$ cat config.mk
export PLATFORM = sky130hd
export DESIGN_NAME = stream_demux_1x2
export DESIGN_NICKNAME = d
export VERILOG_FILES = /design/src/rtl/stream_demux_1x2_pkg.sv /design/src/rtl/stream_demux_1x2_sync_fifo.sv /design/src/rtl/stream_demux_1x2.sv
export SDC_FILE = /design/constraint.sdc
export NUM_CORES = 1
export LEC_CHECK = 0
export CAP_MARGIN = 20
export CORE_MARGIN = 2
export CORE_UTILIZATION = 45
export CTS_BUF_LIST = sky130_fd_sc_hd__clkbuf_4
export DETAILED_ROUTE_END_ITERATION = 16
export MAX_ROUTING_LAYER = met4
export PLACE_DENSITY = 0.73
export REMOVE_ABC_BUFFERS = 1
export SLEW_MARGIN = 10
export SYNTH_ARGS = -nofsm -noshare
export SYNTH_HDL_FRONTEND = slang
export SYNTH_SLANG_ARGS = --single-unit
export TNS_END_PERCENT = 100
$ cat constraint.sdc
create_clock -name clk -period 5.3 [get_ports clk]
set_input_delay 1.59 -clock clk [delete_from_list [all_inputs] [get_ports clk]]
set_output_delay 1.59 -clock clk [all_outputs]
set_load 0.02 [all_outputs]
$ cat src/rtl/stream_demux_1x2_pkg.sv
// stream_pkg: shared steering constants and sizing helper for the stream demux.
package stream_pkg;

    localparam logic DEMUX_SEL_A = 1'b0;
    localparam logic DEMUX_SEL_B = 1'b1;

    function automatic int log2_ceil(input int v);
        int r;
        r = 0;
        for (int i = 0; i < 31; i++)
            if ((1 << i) < v) r = i + 1;
        return r;
    endfunction

endpackage

$ cat src/rtl/stream_demux_1x2_sync_fifo.sv
// sync_fifo: power-of-two FIFO with registered storage and a zeroed head when empty.
module sync_fifo
    import stream_pkg::*;
#(
    parameter int DATA_W = 8,
    parameter int DEPTH  = 2
) (
    input  logic              clk,
    input  logic              rst_n,
    input  logic              push,
    input  logic [DATA_W-1:0] push_data,
    input  logic              pop,
    output logic [DATA_W-1:0] head_data,
    output logic              empty,
    output logic              full
);

    localparam int PTR_W = log2_ceil(DEPTH);
    localparam int CNT_W = PTR_W + 1;
    localparam logic [CNT_W-1:0] FULL_CNT = CNT_W'(DEPTH);

    logic [DATA_W-1:0] mem [DEPTH];
    logic [PTR_W-1:0]  wr_ptr, rd_ptr;
    logic [CNT_W-1:0]  count;
    logic              do_push, do_pop;

    // One extra occupancy bit keeps full and empty distinct without pointer tricks.
    assign empty     = count == '0;
    assign full      = count == FULL_CNT;
    assign do_push   = push && !full;
    assign do_pop    = pop && !empty;
    assign head_data = empty ? '0 : mem[rd_ptr];

    always_ff @(posedge clk or negedge rst_n) begin
        if (!rst_n) begin
            wr_ptr <= '0;
            rd_ptr <= '0;
            count  <= '0;
        end else begin
            if (do_push) wr_ptr <= wr_ptr + PTR_W'(1);
            if (do_pop) rd_ptr <= rd_ptr + PTR_W'(1);
            if (do_push != do_pop) count <= do_push ? count + CNT_W'(1) : count - CNT_W'(1);
        end
    end

    always_ff @(posedge clk) begin
        if (do_push) mem[wr_ptr] <= push_data;
    end

endmodule

$ cat src/rtl/stream_demux_1x2.sv
// stream_demux_1x2: steers a valid/ready stream into per-channel FIFOs by in_sel,
// with per-channel delivered-beat counters.
module stream_demux_1x2
    import stream_pkg::*;
#(
    parameter int DATA_W  = 8,
    parameter int DEPTH   = 2,
    parameter int COUNT_W = 16
) (
    input  logic               clk,
    input  logic               rst_n,
    input  logic               in_valid,
    output logic               in_ready,
    input  logic               in_sel,
    input  logic [DATA_W-1:0]  in_data,
    output logic               a_valid,
    input  logic               a_ready,
    output logic [DATA_W-1:0]  a_data,
    output logic               b_valid,
    input  logic               b_ready,
    output logic [DATA_W-1:0]  b_data,
    output logic [COUNT_W-1:0] a_count,
    output logic [COUNT_W-1:0] b_count,
    output logic               a_full,
    output logic               b_full
);

    logic a_empty, b_empty, push_a, push_b, pop_a, pop_b;

    // Readiness depends only on the selected FIFO, never on consumer ready.
    assign in_ready = (in_sel == DEMUX_SEL_B) ? !b_full : !a_full;
    assign push_a   = in_valid && in_ready && (in_sel == DEMUX_SEL_A);
    assign push_b   = in_valid && in_ready && (in_sel == DEMUX_SEL_B);
    assign a_valid  = !a_empty;
    assign b_valid  = !b_empty;
    assign pop_a    = a_valid && a_ready;
    assign pop_b    = b_valid && b_ready;

    sync_fifo #(.DATA_W(DATA_W), .DEPTH(DEPTH)) u_fifo_a (
        .clk       (clk),
        .rst_n     (rst_n),
        .push      (push_a),
        .push_data (in_data),
        .pop       (pop_a),
        .head_data (a_data),
        .empty     (a_empty),
        .full      (a_full)
    );

    sync_fifo #(.DATA_W(DATA_W), .DEPTH(DEPTH)) u_fifo_b (
        .clk       (clk),
        .rst_n     (rst_n),
        .push      (push_b),
        .push_data (in_data),
        .pop       (pop_b),
        .head_data (b_data),
        .empty     (b_empty),
        .full      (b_full)
    );

    always_ff @(posedge clk or negedge rst_n) begin
        if (!rst_n) begin
            a_count <= '0;
            b_count <= '0;
        end else begin
            if (pop_a) a_count <= a_count + COUNT_W'(1);
            if (pop_b) b_count <= b_count + COUNT_W'(1);
        end
    end

endmodule
==> impl_metrics.json, run 1 <==
{
  "status": "complete, but fails checks",
  "violations": "design-rule violations",
  "cts.sinks": 72,
  "hold_depth": 1,
  "clkSlewWorstSetupHoldPaths_ns": 0.10,
  "reg2reg_from": "u_fifo_a.count[1]",
  "die_w_um": 85.7,
  "p_per_area_nw_per_um2": 480,
  "ys_seq_elements": 72,
  "crit_path_max_incr_delay_ns": 0.62,
  "worstSkewPairLatency_ns": 0.39,
  "rsz0062_at_grt": "false",
  "setup_tns_ns": 0,
  "r2r_end": "u_fifo_a.mem[0][6]",
  "fin_cells": 382,
  "crit_path_end_kind": "output port",
  "p_leak_nw": 1.57,
  "postSynthCellCount": 227,
  "grt_usage": 0.167,
  "rows": 29,
  "cpLargestDelayFamily": "buffers and inverters",
  "grt_pass1_vias": 1881,
  "min_from": "b_count[15]",
  "maxUsedRoutingLayer": "met4",
  "r2r_slack_ns": 3.29,
  "cp.arrival_ns": 3.01,
  "antenna_found_initial": 0,
  "die_h_um": 85.7,
  "dp_hpwl_mm": 3.93,
  "period_share": 0.868,
  "post-cts-setup-buffer-count": 0,
  "critPathSlowestCell": "clkdlybuf4s50_1",
  "vias": 1917,
  "slew_violations": 0,
  "path_common_cell": "clkdlybuf4s50_1",
  "dp.cells": 365,
  "routabilityCongestion": 0.771,
  "ctsHoldBuffers": 0,
  "htree_levels": 3,
  "hold_viol": 0,
  "start_util": 0.468,
  "avgSynthCellArea_sq_um": 13.2,
  "cp-start-kind": "input pin",
  "netlist_top_cells_area": "dfrtp_1 33%, edfxtp_1 32%, xnor2_1 7.9%",
  "holdPathEnd": "b_count[15]",
  "cap_violations": 0,
  "cts_buffer_depth": 2,
  "coreArea_sq_um": 6420,
  "min_period_ns": 4.60,
  "cts_resized": 0,
  "relSlewSlack": 0.404,
  "finalInstanceArea_sq_um": 3860,
  "root_buffer": "clkbuf_4",
  "ant_nets": 0,
  "vdd_drop_max_mv": 0.300,
  "synth_area_sq_um": 3010,
  "max_freq_mhz": 217,
  "worst-endpoint-required_ns": 3.71,
  "post-synth-top-area-cell": "dfrtp_1",
  "port_buffers": 66,
  "io_pins": 67,
  "worst_slew_pin_slew_ns": 0.894,
  "hold_class": "reg2reg",
  "area_growth_pct": 28.3,
  "worst-r2r-cell-count": 3,
  "grt_max_degree": 41,
  "cts_buffers": 9,
  "drt-met1-wl_mm": 2.56,
  "dr_wl_met3_um": 195,
  "dp_slack_ns": 0.712,
  "drt_pre_antenna_iters": 12,
  "cts_tree": "done",
  "path_max_fanout": 6,
  "setup_viol": 0,
  "path_buf_inv": 2,
  "wire_per_inst_um": 14.6,
  "final.setup.worst_slack_ns": 0.701,
  "wirelength_mm": 5.56,
  "synth.yosys.warnings": 0,
  "synth.distinct_cells": 31,
  "clock_skew_ns": 0.00934,
  "drive_above_1_share": 0.0754,
  "drt_iter0_markers": 83,
  "power_w": 0.00185,
  "die-area_sq_um": 7350,
  "overflow": 0,
  "drc": 2,
  "dpl_cell_area_sq_um": 3740,
  "ys.flop_type": "dfrtp_1",
  "criticalPathCategory": "in2out",
  "synth_seq_area_share": 0.653,
  "crit_chain": "clkdlybuf4s50_1, mux2i_1, clkdlybuf4s50_1",
  "fill_cells": 523,
  "route.met2.wl_mm": 2.73,
  "grt_pass1_wl_mm": 9.03,
  "synthArstFlopShare": 0.556,
  "synth_edf_count": 32,
  "yosys.area.top_type_share": 0.333,
  "n_antenna_cell": 0,
  "nNetsFinal": 316,
  "viasPerCell": 5.02
}
## registers in the layout, indices dropped and copies added, names as in the netlist
signal           flops
u_fifo_b.mem        16
a_count             16
b_count             16
u_fifo_a.rd_ptr      1
u_fifo_b.wr_ptr      1
u_fifo_b.count       2
u_fifo_a.count       2
u_fifo_a.wr_ptr      1
u_fifo_a.mem        16
u_fifo_b.rd_ptr      1
## worst reg2reg max path, cell delays in order, from the launching register on
cell     delay (ns)
dfrtp_1        0.45
nor2b_1        0.21
or3_1          0.42
nor2_1         0.57
## kinds of logic (layout without fill, tap and decap cells)
group           Yosys count  in the layout  share of synthesized area
flops                    72             72                      0.653
compound gates            9              9                     0.0241
xor+xnor                 38             38                      0.111
simple gates             78             78                      0.130
mux                      18             18                     0.0604
buf+inv                  10             88                     0.0133
fa+ha+maj                 2              2                    0.00833
## per-stage QoR
stage,hold WS [ns],utilization
floorplan,0.456,-
global placement,0.463,0.582
detailed placement,0.471,0.582
global route,0.499,0.600
CTS,0.490,0.600
finish,0.487,0.600
## power breakdown
group | switching [W] | total, W | internal, W
Sequential | 0.000135 | 0.000827 | 0.000692
Combinational | 0.000371 | 0.000730 | 0.000359
Clock | 0.000172 | 0.000294 | 0.000122
Total | 0.000678 | 0.00185 | 0.00117
## cells in the final DEF, fill, tap and decap left out
cell and count:
a31oi_1 1, and2_1 1, and3_1 2, and4_1 5, buf_2 2, clkbuf_4 14
clkdlybuf4s50_1 65, clkinv_2 2, dfrtp_1 40, edfxtp_1 32, ha_1 2, inv_1 5
mux2_2 1, mux2i_1 17, nand2_1 16, nand3_1 9, nand4_1 5, nor2_1 28
nor2b_1 4, nor3_1 1, nor3_2 3, nor4_1 1, nor4b_1 1, o2111a_1 1
o211ai_1 2, o21ai_0 1, o21ai_1 2, o21ai_4 1, o311ai_0 1, or2_1 1
or3_1 1, xnor2_1 27, xor2_1 11
## layer usage
layer	GRT usage	vias up
li1	-	943
met1	0.212	928
met2	0.256	39
met3	0.0404	7
met4	0.0736	0
met5	-	-
## Yosys cell counts, types with 2 or more instances
cell type  count
clkbuf_1       3
nand4_1        5
buf_2          2
nor2b_1        4
o21ai_1        2
xnor2_1       27
o211ai_1       2
inv_1          5
and4_1         5
ha_1           2
xor2_1        11
mux2i_1       17
nand2_1       16
dfrtp_1       40
nor2_1        28
and3_1         2
nor3_2         3
edfxtp_1      32
nand3_1        9
## area by class of cell
class	instances	area, sq um	area share
clock inverter	2	10.0	0.00260
multi-input combinational	145	1000	0.260
clock buffer	14	105	0.0273
inverter	5	18.8	0.00487
sequential	72	1960	0.509
timing repair buffer	67	661	0.171
tap	77	96.3	0.0250
## how the worst max path moves through the flow
stage	cells after the start	to	startpoint
finish	3	in_ready	in_sel
global route	3	in_ready	in_sel
CTS	3	in_ready	in_sel
detailed placement	3	in_ready	in_sel
global placement	3	in_ready	in_sel
floorplan	1	in_ready	in_sel
Power figures use the tool's default switching activity.
==> run 2, diff against run 1 <==
--- a/config.mk
+++ b/config.mk
@@ -12,7 +12,6 @@
 export DETAILED_ROUTE_END_ITERATION = 16
 export MAX_ROUTING_LAYER = met4
 export PLACE_DENSITY = 0.73
-export REMOVE_ABC_BUFFERS = 1
 export SLEW_MARGIN = 10
 export SYNTH_ARGS = -nofsm -noshare
 export SYNTH_HDL_FRONTEND = slang
==> run 2 against run 1 <==
Cell count is the same. Clock power grew 30%. Highest routed layer unchanged. The flow now finishes without violations. Die area is the same. Largest cell class unchanged. Worst setup slack got worse by 0.0027 ns. Sequential cell count unchanged. Utilization is 0.68 points higher. Sequential share of layout area is 0.57 points lower.
==> impl_metrics.json, run 2 (synthesis gave the netlist of run 1 again) <==
{
  "status": "completed",
  "fill_cells": 525,
  "ant_nets": 0,
  "maxUsedRoutingLayer": "met4",
  "dr_wl_met3_um": 163,
  "drt_pre_antenna_iters": 6,
  "path_max_fanout": 6,
  "hold_viol": 0,
  "htree_levels": 3,
  "ctsHoldBuffers": 0,
  "cp-start-kind": "input pin",
  "die_h_um": 85.7,
  "crit_chain": "clkdlybuf4s50_1, mux2i_1, clkdlybuf4s50_1",
  "wire_per_inst_um": 15.1,
  "cts.sinks": 72,
  "clock_skew_ns": 0.0136,
  "coreArea_sq_um": 6420,
  "wirelength_mm": 5.76,
  "viasPerCell": 5.12,
  "p_switching_w": 0.000698,
  "pwr-share-seq": 0.427,
  "critPathSlowestCell": "clkdlybuf4s50_1",
  "start_util": 0.468,
  "io_pins": 67,
  "port_buffers": 66,
  "overflow": 0,
  "min_period_ns": 4.60,
  "rows": 29,
  "die-area_sq_um": 7350,
  "vdd_drop_max_mv": 0.342,
  "n_antenna_cell": 0,
  "grt_pass1_wl_mm": 9.23,
  "grt_pass1_vias": 1881,
  "cap_violations": 0,
  "synth_nets": 243,
  "worstSkewPairLatency_ns": 0.40,
  "crit_path_max_incr_delay_ns": 0.62,
  "p_clk_frac": 0.197,
  "grt_max_degree": 41,
  "pwr-share-comb": 0.376,
  "die_w_um": 85.7,
  "dp_hpwl_mm": 4.02,
  "clkSlewWorstSetupHoldPaths_ns": 0.11,
  "layout.cells.most_common": "clkdlybuf4s50_1",
  "cp.arrival_ns": 3.01,
  "setup_viol": 0,
  "path_common_cell": "clkdlybuf4s50_1",
  "hold_class": "reg2reg",
  "max_freq_mhz": 217,
  "post-cts-setup-buffer-count": 0,
  "worst_slew_pin_slew_ns": 0.885,
  "drive_above_1_share": 0.0754,
  "route.met2.wl_mm": 2.84,
  "slew_violations": 0,
  "root_buffer": "clkbuf_4",
  "fin_cells": 382,
  "drt-met1-wl_mm": 2.64,
  "cts_tree": "done",
  "vias": 1954,
  "criticalPathCategory": "in2out",
  "worst-endpoint-required_ns": 3.71,
  "p_leak_nw": 1.59,
  "dp.cells": 365,
  "period_share": 0.868,
  "drt_iter0_markers": 85,
  "cts_buffers": 9,
  "setup_tns_ns": 0,
  "p_sw_frac": 0.359,
  "crit_path_end_kind": "output port",
  "cts_buffer_depth": 2,
  "area_growth_pct": 29.8,
  "antenna_found_initial": 0,
  "p_per_area_nw_per_um2": 499,
  "intPower_w": 0.00125,
  "relSlewSlack": 0.410,
  "rsz0062_at_grt": "false",
  "cts_resized": 0,
  "nNetsFinal": 316,
  "grt_usage": 0.172,
  "layout_common_cells": "65 x clkdlybuf4s50_1, 40 x dfrtp_1, 32 x edfxtp_1, 28 x nor2_1, 27 x xnor2_1",
  "drc": 0,
  "routabilityCongestion": 0.789
}
==> run 2: cell types whose count changed in the layout (fill, tap and decap cells not counted) <==
cell       delta
bufinv_16     +2
clkbuf_4      -4
clkinv_2      +1
clkinv_4      +1
==> run 2: final timing paths <==
path	slack [ns]	endpoint	depth (start not counted)	start
max	0.70	in_ready	3	in_sel
min	0.49	u_fifo_b.wr_ptr	1	u_fifo_b.wr_ptr
max reg2reg	3.27	u_fifo_a.mem[0][0]	3	u_fifo_a.count[1]
min reg2reg	0.49	u_fifo_b.wr_ptr	1	u_fifo_b.wr_ptr
max in group asynchronous	3.44	u_fifo_a.count[1]	1	rst_n
min in group asynchronous	1.29	a_count[11]	1	rst_n
==> run 2: layer usage <==
layer	vias up	global-route usage
met3	10	0.0385
met2	42	0.266
met5	-	-
met4	0	0.0880
li1	940	-
met1	962	0.213
==> run 2: layout make-up <==
cell class | count | area (sq um) | area share
multi-input cells | 145 | 1000 | 0.257
well taps | 77 | 96.3 | 0.0247
clock buffers | 10 | 75.1 | 0.0192
inverters | 5 | 18.8 | 0.00481
repair buffers | 67 | 661 | 0.169
flip-flops and latches | 72 | 1960 | 0.503
clock inverters | 6 | 83.8 | 0.0215
==> run 2: power groups by stage <==
stage / Clock, W / Sequential (W) / Combinational (W)
6_report: 0.000383 / 0.000830 / 0.000732
2_1_floorplan: 0 / 0.000825 / 0.000419
3_3_place_gp: 0 / 0.000834 / 0.000722
4_1_cts: 0.000393 / 0.000829 / 0.000741
5_1_grt: 0.000419 / 0.000849 / 0.000783
3_5_place_dp: 0 / 0.000839 / 0.000739
==> run 2: critical path: cells and delay by family <==
kind / cells / cell delay (ns)
buffers and inverters: 2 / 1.20
muxes: 1 / 0.22
==> run 2: stage by stage <==
stage               hold WS (ns)  utilization  total power (W)  instance area, sq um  setup WS, ns
finish                     0.495        0.607          0.00194                  3900         0.699
global route               0.517        0.607          0.00205                  3900         0.651
CTS                        0.496        0.606          0.00196                  3890         0.685
detailed placement         0.476        0.582          0.00158                  3740         0.687
global placement           0.466        0.582          0.00156                  3740         0.735
floorplan                  0.456            -          0.00124                  3010          1.71
==> run 3, diff against run 2 <==
--- a/config.mk
+++ b/config.mk
@@ -7,11 +7,11 @@
 export LEC_CHECK = 0
 export CAP_MARGIN = 20
 export CORE_MARGIN = 2
-export CORE_UTILIZATION = 45
+export CORE_UTILIZATION = 50
 export CTS_BUF_LIST = sky130_fd_sc_hd__clkbuf_4
 export DETAILED_ROUTE_END_ITERATION = 16
 export MAX_ROUTING_LAYER = met4
-export PLACE_DENSITY = 0.73
+export PLACE_DENSITY = 0.79
 export SLEW_MARGIN = 10
 export SYNTH_ARGS = -nofsm -noshare
 export SYNTH_HDL_FRONTEND = slang
==> run 3 against run 2 <==
Fmax shrank 0.13%. Highest routed layer unchanged. Cell area shrank 0.64%. Cell count shrank 0.52%. Utilization grew 5.5 points. Via count is the same. Clock power shrank 13%. Wire length shrank 0.71%. Sequential power is essentially flat. Non-clock buffer count is the same. Die area shrank 9.5%.
==> impl_metrics.json, run 3 (synthesis gave the netlist of run 1 again) <==
{
  "layout_common_cells": "65 x clkdlybuf4s50_1, 40 x dfrtp_1, 32 x edfxtp_1, 28 x nor2_1, 27 x xnor2_1",
  "dp_hpwl_mm": 4.06,
  "ant_nets": 0,
  "overflow": 0,
  "path_common_cell": "clkdlybuf4s50_1",
  "hold_class": "reg2reg",
  "root_buffer": "clkbuf_4",
  "max_freq_mhz": 217,
  "wirelength_mm": 5.72,
  "cts_buffer_depth": 2,
  "criticalPathCategory": "in2out",
  "worst-r2r-cell-count": 3,
  "rsz0062_at_grt": "false",
  "clkSlewWorstSetupHoldPaths_ns": 0.12,
  "layout.cells.most_common": "clkdlybuf4s50_1",
  "dp_slack_ns": 0.695,
  "hold_viol": 0,
  "finalInstanceArea_sq_um": 3870,
  "area_growth_pct": 28.9,
  "setup_tns_ns": 0,
  "vias": 1954,
  "die_w_um": 81.5,
  "post-cts-setup-buffer-count": 0,
  "wire_per_inst_um": 15.0,
  "antenna_found_initial": 0,
  "cts_resized": 0,
  "worst-endpoint-required_ns": 3.71,
  "clock_skew_ns": 0.0152,
  "drc": 0,
  "rows": 28,
  "setup_viol": 0,
  "final.setup.worst_slack_ns": 0.692,
  "grt_pass1_wl_mm": 8.94,
  "nNetsFinal": 316,
  "io_pins": 67,
  "fill_cells": 434,
  "viasPerCell": 5.14,
  "critPathSlowestCell": "clkdlybuf4s50_1",
  "crit_path_max_incr_delay_ns": 0.62,
  "grt_usage": 0.193,
  "port_buffers": 66,
  "grt_max_degree": 41,
  "dpl_cell_area_sq_um": 3730,
  "die_h_um": 81.5,
  "ctsHoldBuffers": 0,
  "die-area_sq_um": 6650,
  "htree_levels": 3,
  "crit_chain": "clkdlybuf4s50_1, mux2i_1, clkdlybuf4s50_1",
  "n_antenna_cell": 0,
  "min_period_ns": 4.61,
  "fin_cells": 380,
  "drive_above_1_share": 0.0721,
  "cp-start-kind": "input pin",
  "dp.cells": 363,
  "cap_violations": 0,
  "p_per_area_nw_per_um2": 489,
  "relSlewSlack": 0.405,
  "r2r_end": "u_fifo_a.mem[0][6]",
  "worstSkewPairLatency_ns": 0.41,
  "drt_iter0_markers": 129,
  "slew_violations": 0,
  "endpoint": "in_ready",
  "period_share": 0.869,
  "cp.arrival_ns": 3.02,
  "status": "completed",
  "cts.sinks": 72,
  "p_leak_nw": 1.57,
  "path_max_fanout": 6,
  "drt_pre_antenna_iters": 4,
  "routabilityCongestion": 0.798,
  "coreArea_sq_um": 5850,
  "crit_path_end_kind": "output port",
  "start_util": 0.514,
  "vdd_drop_max_mv": 0.284,
  "cp-startpoint": "in_sel",
  "reg2reg_from": "u_fifo_a.count[1]",
  "worst_slew_pin_slew_ns": 0.892,
  "cts_buffers": 9,
  "r2r_slack_ns": 3.25,
  "grt_pass1_vias": 1819,
  "cts_tree": "done",
  "synth_nets": 243,
  "power_w": 0.00190
}
run 3: changes by cell type in the layout (fill, tap and decap cells not counted), sizes merged:
cell | previous run | this run
buf | 2 | 1
bufinv | 2 | 1
clkbuf | 10 | 11
clkinv | 4 | 5
run 3: critical path, delay by kind of cell:
family / cells / cell delay [ns]
buffers and inverters: 2 / 1.22
multiplexers: 1 / 0.21
run 3: worst min path at each step:
stage                         start              end  slack, ns  depth (start not counted)
floorplan           u_fifo_b.wr_ptr  u_fifo_b.wr_ptr       0.46                          1
global route            b_count[11]      b_count[11]       0.52                          1
detailed placement      b_count[15]      b_count[15]       0.47                          1
global placement        a_count[15]      a_count[15]       0.46                          1
finish                  b_count[15]      b_count[15]       0.49                          1
CTS                     b_count[15]      b_count[15]       0.49                          1
run 3: power by group:
group	switching [W]	internal, W	total, W
Clock	0.000187	0.000148	0.000335
Sequential	0.000138	0.000692	0.000830
Combinational	0.000373	0.000359	0.000732
run 3: metal layers:
| metal | share of wire | vias up | track usage | routed length, um |
|---|---|---|---|---|
| met2 | 0.50 | 37 | 0.289 | 2860 |
| li1 | - | 942 | - | - |
| met5 | 0 | - | - | 0 |
| met1 | 0.44 | 964 | 0.246 | 2540 |
| met4 | 0.020 | 0 | 0.0881 | 114 |
| met3 | 0.035 | 11 | 0.0516 | 201 |
run 3: through the flow:
step,utilization,hold slack [ns]
2_1_floorplan,-,0.456
3_3_place_gp,0.638,0.462
3_5_place_dp,0.638,0.473
4_1_cts,0.661,0.494
5_1_grt,0.662,0.519
6_report,0.662,0.491
run 3: final cells by class:
cell class | instances | area [sq um] | area share
well taps | 75 | 93.8 | 0.0242
clock inverters | 6 | 61.3 | 0.0158
flip-flops and latches | 72 | 1960 | 0.506
clock buffers | 10 | 75.1 | 0.0194
repair buffers | 67 | 661 | 0.170
inverters | 5 | 18.8 | 0.00484
multi-input cells | 145 | 1000 | 0.259
